[config.mk]
export PLATFORM = sky130hd
export DESIGN_NAME = posit_add_arbiter
export DESIGN_NICKNAME = d
export VERILOG_FILES = /design/src/rtl/posit_add_arbiter.sv
export SDC_FILE = /design/constraint.sdc
export NUM_CORES = 1
export LEC_CHECK = 0
export BUFFER_PORTS_ARGS = -buffer_cell sky130_fd_sc_hd__buf_2
export CORE_ASPECT_RATIO = 0.75
export CORE_MARGIN = 4
export CORE_UTILIZATION = 40
export CTS_CLUSTER_DIAMETER = 80
export DETAILED_ROUTE_END_ITERATION = 12
export HOLD_SLACK_MARGIN = 0.1
export MAX_ROUTING_LAYER = met4
export PLACE_DENSITY_LB_ADDON = 0.15
export SLEW_MARGIN = 40
export SYNTH_ARGS = -nofsm -noshare
export SYNTH_HDL_FRONTEND = slang
export SYNTH_SLANG_ARGS = --single-unit
[constraint.sdc]
create_clock -name clk -period 3.8 [get_ports clk]
set_clock_uncertainty 0.2 [all_clocks]
set_input_delay 0.57 -clock clk [delete_from_list [all_inputs] [get_ports clk]]
set_output_delay 0.57 -clock clk [all_outputs]
set_load 0.02 [all_outputs]
[src/rtl/posit_add_arbiter.sv]
// Round-robin front end that shares one posit adder among NREQ requesters.
// Operands are registered into S1 to drive the adder, and the results are registered into S2 for a tagged response channel.
module posit_add_arbiter #(
  parameter  int N    = 8,
  parameter  int NREQ = 4,
  localparam int ID_W = (NREQ > 1) ? $clog2(NREQ) : 1
) (
  input  logic                 clk,
  input  logic                 rst,
  input  logic [NREQ-1:0]      req_valid,
  output logic [NREQ-1:0]      req_ready,
  input  logic [NREQ*N-1:0]    req_in1,
  input  logic [NREQ*N-1:0]    req_in2,
  output logic [N-1:0]         add_in1,
  output logic [N-1:0]         add_in2,
  output logic                 add_start,
  input  logic [N-1:0]         add_out,
  input  logic                 add_inf,
  input  logic                 add_zero,
  input  logic                 add_done,
  output logic                 rsp_valid,
  input  logic                 rsp_ready,
  output logic [ID_W-1:0]      rsp_id,
  output logic [N-1:0]         rsp_out,
  output logic                 rsp_inf,
  output logic                 rsp_zero
);

  localparam int unsigned NR = NREQ;

  logic            r_s1_valid;
  logic [N-1:0]    r_in1;
  logic [N-1:0]    r_in2;
  logic [ID_W-1:0] r_s1_id;
  logic [ID_W-1:0] r_ptr;

  logic            r_rsp_valid;
  logic [N-1:0]    r_rsp_out;
  logic            r_rsp_inf;
  logic            r_rsp_zero;
  logic [ID_W-1:0] r_rsp_id;

  logic                 w_s2_take;
  logic                 w_s1_take;
  logic [2*NREQ-1:0]    w_rot;
  logic                 w_gnt_any;
  logic [ID_W-1:0]      w_gnt_id;
  logic [ID_W-1:0]      w_ptr_nxt;
  logic [NREQ-1:0]      w_grant;
  logic [N-1:0]         w_op1;
  logic [N-1:0]         w_op2;

  assign w_s2_take = r_s1_valid & add_done & (~r_rsp_valid | rsp_ready);
  assign w_s1_take = ~r_s1_valid | w_s2_take;

  // Rotating the doubled request vector by ptr makes bit j the request at (ptr+j) mod NREQ.
  assign w_rot = {req_valid, req_valid} >> r_ptr;

  always_comb begin
    int unsigned k;
    w_gnt_any = 1'b0;
    w_gnt_id  = '0;
    w_ptr_nxt = r_ptr;
    k         = 0;
    if (w_s1_take && !rst) begin
      for (int unsigned j = 0; j < NR; j++) begin
        if (!w_gnt_any && w_rot[j]) begin
          k = 32'(r_ptr) + j;
          if (k >= NR) k = k - NR;
          w_gnt_any = 1'b1;
          w_gnt_id  = ID_W'(k);
          w_ptr_nxt = (k + 1 == NR) ? '0 : ID_W'(k + 1);
        end
      end
    end
  end

  always_comb begin
    w_grant = '0;
    w_op1   = '0;
    w_op2   = '0;
    for (int unsigned i = 0; i < NR; i++) begin
      if (w_gnt_any && (w_gnt_id == ID_W'(i))) begin
        w_grant[i] = 1'b1;
        w_op1      = req_in1[i*N +: N];
        w_op2      = req_in2[i*N +: N];
      end
    end
  end

  always_ff @(posedge clk or posedge rst) begin
    if (rst) begin
      r_s1_valid <= 1'b0;
      r_in1      <= '0;
      r_in2      <= '0;
      r_s1_id    <= '0;
      r_ptr      <= '0;
    end else if (w_s1_take) begin
      r_s1_valid <= w_gnt_any;
      if (w_gnt_any) begin
        r_in1   <= w_op1;
        r_in2   <= w_op2;
        r_s1_id <= w_gnt_id;
        r_ptr   <= w_ptr_nxt;
      end
    end
  end

  always_ff @(posedge clk or posedge rst) begin
    if (rst) begin
      r_rsp_valid <= 1'b0;
      r_rsp_out   <= '0;
      r_rsp_inf   <= 1'b0;
      r_rsp_zero  <= 1'b0;
      r_rsp_id    <= '0;
    end else if (w_s2_take) begin
      r_rsp_valid <= 1'b1;
      r_rsp_out   <= add_out;
      r_rsp_inf   <= add_inf;
      r_rsp_zero  <= add_zero;
      r_rsp_id    <= r_s1_id;
    end else if (r_rsp_valid && rsp_ready) begin
      r_rsp_valid <= 1'b0;
    end
  end

  assign req_ready = w_grant;
  assign add_in1   = r_in1;
  assign add_in2   = r_in2;
  assign add_start = r_s1_valid;
  assign rsp_valid = r_rsp_valid;
  assign rsp_out   = r_rsp_out;
  assign rsp_inf   = r_rsp_inf;
  assign rsp_zero  = r_rsp_zero;
  assign rsp_id    = r_rsp_id;

endmodule

==> reports/results.ini <==
[route]
wl_met1_mm = 3.05
wl_per_cell_um = 15.3
vias_per_cell = 5.33
drtIter0Drc = 100
met2_length_mm = 2.89
route.met3.wl_um = 474
ant_nets = 0
drc_errors = 0
routed_wl_mm = 6.46
dr.pass1.iters = 4
routed.top_layer = met4
routed-via-count = 2254

[sta]
drv_slew = 0
finalHoldViolations = 0
grt_setup_unrepaired = false
slew_headroom_pct = 55.0
clock.fmax_mhz = 300
min_period_ns = 3.33
setup_tns_ns = 0
min_period_over_period_pct = 87.7
tightestPinTransition_ns = 0.665
finalSetupViolCount = 0

[power_and_ir_drop]
p_seq_share_pct = 27.6
p_total_mw = 2.09
ir_drop_mv = 0.210
power.switching_uw = 859
switching_share_pct = 41.2
p_leak_nw = 1.47
powerDensity_mw_per_mm2 = 663
power.share.clock_pct = 19.2
intPower_mw = 1.23
combPwrFrac_pct = 53.2

[global_routing]
grt_max_degree = 34
grt_pass1_wl_mm = 10.1
antenna_found_initial = 0
grt_use_total_pct = 17.5
grt_pass1_vias = 2015
grt_overflow = 0

[place]
placed_cell_area_mm2 = 0.00301
dp_hpwl_mm = 4.92
port_buffers = 115
gp_congestion = 0.858
dp.cells = 415

[finish]
area_growth_pct = 30.2
final_cell_area_mm2 = 0.00315
fin_cells = 423
num_antenna_cells = 0
drive_gt1_share_pct = 51.6
layout.nets = 429
post-route-util_pct = 54.0

[critical_path]
max_stage_delay_ns = 0.57
cp_max_fo = 18
slowest_stage = a21oi_4
crit_type = flip-flop to output pin
worstSetupEndpointType = output pin
start_kind = flip-flop
crit_required_ns = 3.03
crit_chain = buf_4, and3b_2, o21ai_0, a21boi_0, a21oi_4, nand2b_1, nor2_1, buf_2
critPathArrivalTime_ns = 2.56

[logic_synthesis]
synthAdderAreaFrac_pct = 1.55
synth_top_family_by_area = simple AND/OR/NAND/NOR gates
synthFlopType = dfrtp_1
netlist_top_cells_count = 34 x dfrtp_1, 24 x mux2i_1, 20 x nand3_1, 12 x mux2_2, 12 x nor2_1
yosysWarnings = 0
yosys.area.top_type = dfrtp_1
synthArstFlopShare_pct = 100
synth.net_count = 318
syn_avg_cell_area_um2 = 10.4
synth_edf_count = 0
synth-compound-area-share_pct = 18.2
seq_area_frac_synth_pct = 35.2
synth.distinct_cells = 52
netlist_top_cells_area = dfrtp_1 35%, mux2i_1 9.9%, mux2_2 5.6%
ys_seq_elements = 34
synthMuxAreaShare_pct = 15.5
synth_cells = 233
yosysMostFrequentCell = dfrtp_1
synth_xor_area_share_pct = 0.363
yosys.area_share.simple_pct = 20.8
synthesis.area_mm2 = 0.00242
synth_top_area_share_pct = 35.2

[clock_tree]
clk_latency_ns = 0.28
ctsResizeCount = 0
cts.sinks = 34
cts_made_buffers = 5
cts_tree = done
clk_pin_slew_worst_paths_ns = 0.07
cts_max_level = 2
root_buffer = clkbuf_8
post_cts_buffers = 0
cts.path.max_buffers = 2
postCtsHoldBufs = 0

[worst_hold_path]
min_path_type = input port to asynchronous set/reset pin

[floorplan]
die_x_um = 97.7
core_area_mm2 = 0.00583
start_util_pct = 41.5
dieArea_mm2 = 0.00736
rows = 24
io_pins = 116
die_h_um = 75.3

[run]
max-cap-violations = 0

[outcome]
status = finished clean

sequential cells by signal (all words and copies together) (netlist names):
name,count
add_in1,8
add_in2,8
rsp_out,8
r_ptr,2
r_s1_id,2
rsp_id,2
add_start,1
rsp_inf,1
rsp_valid,1
rsp_zero,1
path summary, 6_finish.rpt:
path                            slack (ns)                      to  depth (start not counted)                   start
max in group asynchronous             2.53   rsp_id[0]$_DFFE_PP0P_                          3                     rst
min in group clk                      0.28  r_s1_id[0]$_DFFE_PP0P_                          1  r_s1_id[0]$_DFFE_PP0P_
worst min register to register        0.28  r_s1_id[0]$_DFFE_PP0P_                          1  r_s1_id[0]$_DFFE_PP0P_
worst max-delay path                  0.47            req_ready[2]                          8    r_ptr[0]$_DFFE_PP0P_
worst min-delay path                  0.18  add_in1[5]$_DFFE_PP0P_                          2                     rst
worst max register to register        0.95  add_in1[2]$_DFFE_PP0P_                          8    r_ptr[0]$_DFFE_PP0P_
critical path: cells and delay by family, from the launching register on:
kind | cells | cell delay [ns]
and+or+nand+nor | 3 | 0.48
AOI/OAI and AO/OA | 3 | 0.99
buffers and inverters | 2 | 0.37
DFF | 1 | 0.46
cells by family (layout without fill, tap and decap cells):
group	Yosys count	in the layout
AO/OA/AOI/OAI	49	49
XOR/XNOR	1	1
adder cells (fa/ha/maj)	3	3
buffers and inverters	26	138
flip-flops	34	34
multiplexers	36	36
AND/OR/NAND/NOR	84	84
final cells by class:
cell class | instances | area [um2]
clock buffers | 5 | 68.8
clock inverters | 3 | 68.8
fillers | 558 | 2680
inverters | 5 | 18.8
multi-input cells | 173 | 1390
flip-flops and latches | 34 | 851
well taps | 78 | 97.6
repair buffers | 125 | 651
stage by stage:
| step | hold WS [ns] | setup WS, ns |
|---|---|---|
| after floorplan | 0.240 | 0.748 |
| after global placement | 0.256 | 0.234 |
| after detailed placement | 0.264 | 0.488 |
| after CTS | 0.208 | 0.430 |
| after global routing | 0.243 | 0.197 |
| final | 0.184 | 0.468 |
placed cells by master (no fill, tap or decap), drive strengths merged, types with 2 or more instances in the layout:
master  instances
buf           125
dfrtp          34
mux2i          24
nand3          20
nor2           13
mux2           12
and3b          11
a31o           10
o32a           10
nand2           8
or3             7
a221oi          7
o21ai           5
clkbuf          5
nor3            5
inv             4
nand2b          3
and2            3
ha              3
nor2b           3
nor3b           3
nor4            2
and2b           2
bufinv          2
a21boi          2
clkinv          2
o32ai           2
a211oi          2
per-layer routing:
metal | GRT usage [%] | vias to the layer above
met5 | - | -
li1 | - | 1108
met4 | 2.76 | 0
met3 | 4.85 | 4
met1 | 25.4 | 1064
met2 | 24.9 | 78
power groups by stage:
stage               registers [mW]  clock network (mW)  logic [mW]
finish                       0.577               0.400        1.11
floorplan                    0.728                   0       0.671
CTS                          0.578               0.412        1.13
global route                 0.595               0.426        1.21
detailed placement           0.585                   0        1.12
global placement             0.580                   0        1.11
No activity file was read; power rests on OpenSTA's default activity.
